**src/rtl/decoder_xor_sweeper.sv**
```systemverilog
// decoder_xor_sweeper: on-chip exhaustive sweep of a 4-input XOR block.
//   Drives {a,b,c,d} through codes 0..15, holds each for DWELL cycles and
//   compares e with the expected parity at the end of each dwell.
// Ports: clk/rst (async, active-high); start request; e = XOR output under
//   check; a..d/code = driven code; busy/done/pass/err_count = sweep status.
//   Optional (SWEEP_FAIL_LOG_EN): first_fail_valid/first_fail_code record the
//   first failing code of a sweep.
module decoder_xor_sweeper #(
  parameter int DWELL = 10
) (
  input  logic       clk,
  input  logic       rst,
  input  logic       start,
  input  logic       e,
  output logic       a,
  output logic       b,
  output logic       c,
  output logic       d,
  output logic [3:0] code,
  output logic       busy,
  output logic       done,
  output logic       pass,
  output logic [4:0] err_count
`ifdef SWEEP_FAIL_LOG_EN
  ,
  output logic       first_fail_valid,
  output logic [3:0] first_fail_code
`endif
);

  localparam int CW = (DWELL > 1) ? $clog2(DWELL) : 1;
  localparam logic [CW-1:0] LAST = CW'(DWELL - 1);

  typedef enum logic [1:0] {
    S_IDLE  = 2'd0,
    S_DRIVE = 2'd1,
    S_DONE  = 2'd2
  } state_t;

  state_t        state_q;
  logic [3:0]    code_q;
  logic [CW-1:0] cnt_q;
  logic [4:0]    err_q;
  logic          busy_q;
  logic          done_q;
  logic          pass_q;

`ifdef SWEEP_FAIL_LOG_EN
  logic          ff_vld_q;
  logic [3:0]    ff_code_q;
`endif

  logic          sample;
  logic          mismatch;
  logic [4:0]    err_d;

  // Mismatch and the post-compare error count are computed combinationally so
  // the final compare of the sweep is folded into the pass verdict.
  always_comb begin
    sample   = (cnt_q == LAST);
    mismatch = (e != ^code_q);
    err_d    = err_q;
    if (mismatch) begin
      err_d = err_q + 5'd1;
    end
  end

  always_ff @(posedge clk or posedge rst) begin
    if (rst) begin
      state_q   <= S_IDLE;
      code_q    <= 4'd0;
      cnt_q     <= '0;
      err_q     <= 5'd0;
      busy_q    <= 1'b0;
      done_q    <= 1'b0;
      pass_q    <= 1'b0;
`ifdef SWEEP_FAIL_LOG_EN
      ff_vld_q  <= 1'b0;
      ff_code_q <= 4'd0;
`endif
    end else begin
      case (state_q)
        S_IDLE: begin
          done_q <= 1'b0;
          code_q <= 4'd0;
          if (start) begin
            state_q   <= S_DRIVE;
            cnt_q     <= '0;
            err_q     <= 5'd0;
            pass_q    <= 1'b0;
            busy_q    <= 1'b1;
`ifdef SWEEP_FAIL_LOG_EN
            ff_vld_q  <= 1'b0;
            ff_code_q <= 4'd0;
`endif
          end
        end
        S_DRIVE: begin
          if (sample) begin
            cnt_q <= '0;
            err_q <= err_d;
`ifdef SWEEP_FAIL_LOG_EN
            // Only the first failing code of a sweep is kept.
            if (mismatch && !ff_vld_q) begin
              ff_vld_q  <= 1'b1;
              ff_code_q <= code_q;
            end
`endif
            if (code_q == 4'd15) begin
              // code stays at 15 through DONE.
              state_q <= S_DONE;
              busy_q  <= 1'b0;
              done_q  <= 1'b1;
              pass_q  <= (err_d == 5'd0);
            end else begin
              code_q <= code_q + 4'd1;
            end
          end else begin
            cnt_q <= cnt_q + CW'(1);
          end
        end
        S_DONE: begin
          state_q <= S_IDLE;
          done_q  <= 1'b0;
          code_q  <= 4'd0;
        end
        default: begin
          state_q <= S_IDLE;
          busy_q  <= 1'b0;
          done_q  <= 1'b0;
          code_q  <= 4'd0;
        end
      endcase
    end
  end

  assign a         = code_q[3];
  assign b         = code_q[2];
  assign c         = code_q[1];
  assign d         = code_q[0];
  assign code      = code_q;
  assign busy      = busy_q;
  assign done      = done_q;
  assign pass      = pass_q;
  assign err_count = err_q;
`ifdef SWEEP_FAIL_LOG_EN
  assign first_fail_valid = ff_vld_q;
  assign first_fail_code  = ff_code_q;
`endif

endmodule

```
**config.mk**
```make
export PLATFORM = sky130hd
export DESIGN_NAME = decoder_xor_sweeper
export DESIGN_NICKNAME = d
export VERILOG_FILES = /design/src/rtl/decoder_xor_sweeper.sv
export SDC_FILE = /design/constraint.sdc
export NUM_CORES = 1
export LEC_CHECK = 0
export ABC_AREA = 1
export CORE_MARGIN = 2
export CORE_UTILIZATION = 36
export DETAILED_ROUTE_END_ITERATION = 6
export DONT_BUFFER_PORTS = 1
export GPL_TIMING_DRIVEN = 0
export HOLD_SLACK_MARGIN = 0.02
export SLEW_MARGIN = 20
export SYNTH_ARGS = -nofsm -noshare
export SYNTH_HDL_FRONTEND = slang
export SYNTH_SLANG_ARGS = --single-unit
```
**constraint.sdc**
```tcl
create_clock -name clk -period 3.7 [get_ports clk]
set_input_delay 0.555 -clock clk [delete_from_list [all_inputs] [get_ports clk]]
set_output_delay 0.555 -clock clk [all_outputs]
set_load 0.03 [all_outputs]
```
Yosys cells after proc, flatten, opt, wreduce, memory -nomap -nowiden
Cells that the tools add are included.
{"block": "word_totals", "elab_cells": 56, "in_bits": 4, "ramBits": 0, "rom_bits": 0, "latch_bits": 0, "ff_bits": 18, "n_memories": 0}
{"block": "classes", "bitwise": 1, "eq_ne": 9, "n_mul": 0, "muxes": 25, "shift": 0, "n_reduce_logical": 11, "n_div": 0, "n_lt_le_gt_ge": 0, "add_sub_neg": 3}
{"op": "$mux 4", "n": 5}
{"op": "$mux 5", "n": 3}
{"op": "$pmux 5 s2", "n": 1}
{"op": "$mux 1", "n": 9}
{"op": "$add 4x1->4 const B", "n": 2}
{"op": "$eq 4x4->1 const B", "n": 2}
{"op": "$ne 2x2->1 const B", "n": 4}
{"op": "$pmux 4 s2", "n": 1}
{"op": "$reduce_and 4->1", "n": 2}
{"op": "$mux 2", "n": 3}
{"op": "$reduce_and 2->1", "n": 3}
{"op": "$reduce_and 3->1", "n": 2}
{"op": "$add 5x1->5 const B", "n": 1}
{"op": "$logic_not 5->1", "n": 1}
{"op": "$pmux 2 s2", "n": 1}
{"op": "$reduce_xor 4->1", "n": 1}
{"op": "$pmux 1 s3", "n": 1}
{"op": "$eq 2x1->1 const B", "n": 1}
{"op": "$eq 2x2->1 const B", "n": 1}
{"op": "$logic_not 2->1", "n": 1}
{"op": "$pmux 1 s2", "n": 1}
{"op": "$reduce_bool 2->1", "n": 1}
{"op": "$ne 1x1->1", "n": 1}
{"op": "$not 1->1", "n": 1}

Depth between registers and ports, before layout
{"block": "logic_depth", "depth_word": 7, "ltp_mapped": 12, "depth_no_buf": 12}

Worst setup path before layout
OpenSTA, ideal clock, no wires.
{"block": "synth_timing", "kind": "register to register", "from": "register code_q[0], in the netlist code[0]", "to": "register pass_q, in the netlist pass", "t_arrival_ns": 1.499, "required_ns": 3.579, "path_slack_ns": 2.080, "setup_ns": 0.121, "path_buffers": 0, "path_stages_with_launch": 13, "path_cell_list": "dfrtp_1 > ha_1 > inv_1 > nand2_1 > nand2_1 > nand2_2 > nand2_2 > nand2_1 > nand2_1 > nand2_1 > nor2_1 > nand2_1 > nand2_1"}
{"block": "synth_between", "elab_chain_len": 7, "word_cells_on_any_way": 10, "cone_classes": "eq/ne (3); mux (4); reduce/logical (3)"}
{"item": "start, declared", "line_no": "41", "source": "logic [3:0] code_q;"}
{"item": "start signal, assigned", "line_no": "116", "source": "code_q <= code_q + 4'd1;"}
{"item": "$reduce_xor 4->1", "line_no": "61", "source": "mismatch = (e != ^code_q);"}
{"item": "$ne 1x1->1", "line_no": "61"}
{"item": "$mux 5", "line_no": "63", "source": "if (mismatch) begin"}
{"item": "$logic_not 5->1", "line_no": "114", "source": "pass_q <= (err_d == 5'd0);"}
{"item": "$mux 1", "line_no": "109", "source": "if (code_q == 4'd15) begin"}
{"item": "$mux 1", "line_no": "99", "source": "if (sample) begin"}
{"item": "$pmux 1 s2", "line_no": "82", "source": "case (state_q)"}
{"item": "end signal, assigned", "line_no": "114"}
{"item": "end, declared", "line_no": "46", "source": "logic pass_q;"}
Several ways; a longest one is shown, not always the timed one. The select of a mux whose other input is x is not followed.
A chain may end at the register's enable or synchronous reset.

Worst setup path after layout
Ends and elaborated chain as after synthesis.

==> results.json <==
{
  "synthArstFlopShare_pct": 100,
  "place.gp.congestion": 0.738,
  "drtIter0Drc": 22,
  "grt_use_total_pct": 13.6,
  "r2r_start": "code[0]$_DFFE_PP0P_",
  "synth_edf_count": 0,
  "drc": 0,
  "yosysSeqAreaShare_pct": 42.6,
  "yosys-top-cells-area": "dfrtp_1 43%, nand2_1 11%, inv_1 6.0%",
  "diodes": 0,
  "ys_ff_latch": 18,
  "cts_root_buf": "clkbuf_4",
  "cap_violations": 0,
  "cts.sinks": 18,
  "reg2reg_to": "pass$_DFFE_PP0P_",
  "netlist_area_sq_mm": 0.00106,
  "ys_warn_count": 0,
  "routed_via_density": 5.09,
  "leakagePower_nw": 0.596,
  "finalSetupViolCount": 0,
  "cts_buffer_depth": 2,
  "cp.required_ns": 3.94,
  "die-height_um": 58.2,
  "hpwlAfterDp_um": 1550,
  "cts_inserted_buffers": 3,
  "placedCellCount": 157,
  "synthCells": 126,
  "final_nets": 140,
  "worstSetupPathType": "reg -> reg",
  "area_growth_pct": 5.79,
  "first_pass_iters": 4,
  "maxSlewHeadroom_pct": 52.8,
  "post_cts_buffers": 0,
  "status": "completed",
  "synth_ff_type": "dfrtp_1",
  "drive_gt1_share_pct": 13.2,
  "fin_ws_ns": 1.84,
  "finalCriticalPeriod_ns": 1.86,
  "tightestPinTransition_ns": 0.707,
  "min_path_type": "in -> async",
  "antenna_found_initial": 0,
  "rrSetupSlack_ns": 1.84,
  "hold_viol_final": 0,
  "netlist.area_leader.share_pct": 42.6,
  "first_global_vias": 813,
  "ir_worst_vdd_v": 0.000252,
  "portBuffers": 0,
  "initial_core_util_pct": 38.1,
  "finalCritPeriodShare_pct": 50.3,
  "routed_wirelength_um": 2020,
  "setup_tns_ns": 0,
  "grt_start_max_net_pins": 19,
  "fill_cells": 289,
  "rsz0062_at_grt": "false",
  "clkTransAtPathRegs_ns": 0.10,
  "synth_cell_type_count": 25,
  "fin_worst_skew_ns": 0.00109,
  "crit_fanout": 7,
  "syn_nets": 135,
  "maxSlewViolCount": 0,
  "start_kind": "register",
  "overflow": 0,
  "htree_levels": 1,
  "rr_worst_depth": 12,
  "vias": 814,
  "io_pins": 20,
  "worstPathArrival_ns": 2.10,
  "die_w_um": 58.2,
  "synthTopCellsByCount": "30 x nand2_1, 18 x dfrtp_1, 17 x inv_1",
  "rows": 19,
  "hold_buffers": 0,
  "syn_avg_cell_area_sq_um": 8.40,
  "ctsResizeCount": 0,
  "max_freq_mhz": 537,
  "cts_tree": "yes",
  "power_density_mw_per_mm2": 336,
  "dieArea_sq_mm": 0.00339,
  "synth_top_area_cell": "dfrtp_1",
  "grt_pass1_wl_um": 3570,
  "core_sq_mm": 0.00278,
  "clk_latency_ns": 0.29,
  "stdcell_count": 160,
  "detail-route-antenna-nets": 0,
  "endpoint_kind": "register",
  "yosys.cell_count.top_type": "nand2_1",
  "routedWlPerCell_um": 12.6,
  "post-place-ws_ns": 1.87
}
[cells in the final DEF, fill, tap and decap left out]
cell,instances
a21oi_1,4
a31oi_1,1
a32o_1,2
buf_4,4
clkbuf_4,3
dfrtp_1,18
ha_1,5
inv_1,17
inv_2,1
nand2_1,30
nand2_2,2
nand2_4,1
nand3_1,10
nand3_2,2
nand3b_4,1
nand4_1,2
nor2_1,6
nor2_2,1
nor2_4,1
nor2_8,1
o21a_1,1
o21ai_0,7
o21ai_1,3
o22ai_1,3
xnor2_1,1
xor2_1,2
[cell families (layout without fill, tap and decap cells)]
group           count (synthesis)  count (layout)  synth area share, %
compound gates                 21              21                 11.6
xor+xnor                        3               3                 2.48
fa+ha+maj                       5               5                 5.91
buf+inv                        22              25                 9.22
flops                          18              18                 42.6
simple gates                   57              57                 28.3
[report_power, final]
| group | switching, W | total (W) | internal, W |
|---|---|---|---|
| registers | 0.0000289 | 0.000233 | 0.000204 |
| clock network | 0.0000596 | 0.0000975 | 0.0000379 |
| logic | 0.0000279 | 0.0000460 | 0.0000180 |
| total | 0.000116 | 0.000377 | 0.000260 |
[worst max-delay path, cell delays in order (launching register included)]
cell     delay [ns]
dfrtp_1        0.63
ha_1           0.34
inv_1          0.06
nand2_1        0.07
nand2_1        0.07
nand2_2        0.11
nand2_2        0.11
nand2_1        0.06
nand2_1        0.09
nand2_1        0.06
nor2_1         0.09
nand2_1        0.06
nand2_1        0.05
[per-layer routing]
metal	up-vias	global-route usage (%)	share of wire (%)
li1	421	-	-
met1	379	17.6	48
met2	12	21.1	47
met3	2	4.91	4.2
met4	0	4.98	0.59
met5	-	0	0
[flip-flops by register name (all words and copies together) (netlist names)]
signal / flops
busy: 1
err_count: 5
pass: 1
code: 4
state_q: 2
done: 1
cnt_q: 4
[worst max path at each step]
stage,from,endpoint,slack (ns)
after global routing,code[0]$_DFFE_PP0P_,pass$_DFFE_PP0P_,1.66
after detailed placement,code[0]$_DFFE_PP0P_,pass$_DFFE_PP0P_,1.87
after CTS,code[0]$_DFFE_PP0P_,pass$_DFFE_PP0P_,1.84
final,code[0]$_DFFE_PP0P_,pass$_DFFE_PP0P_,1.84
after global placement,code[0]$_DFFE_PP0P_,pass$_DFFE_PP0P_,1.90
after floorplan,code[0]$_DFFE_PP0P_,pass$_DFFE_PP0P_,2.08
[through the flow]
stage / util, % / hold WS [ns] / cell area [sq um] / total power (W)
after detailed placement: 39.5 / 0.538 / 1100 / 0.000284
after CTS: 40.3 / 0.278 / 1120 / 0.000381
after global placement: 39.5 / 0.528 / 1100 / 0.000281
after global routing: 40.3 / 0.309 / 1120 / 0.000400
after floorplan: - / 0.494 / 1060 / 0.000272
final: 40.3 / 0.253 / 1120 / 0.000377
[layout make-up]
type | instances | area, sq um | share of cell area (%)
Sequential cell | 18 | 450 | 40.2
Buffer | 4 | 30.0 | 2.68
Clock buffer | 3 | 22.5 | 2.01
Inverter | 18 | 67.6 | 6.03
Tap cell | 31 | 38.8 | 3.46
Multi-Input combinational cell | 86 | 510 | 45.6
No activity file was read; power rests on OpenSTA's default activity.
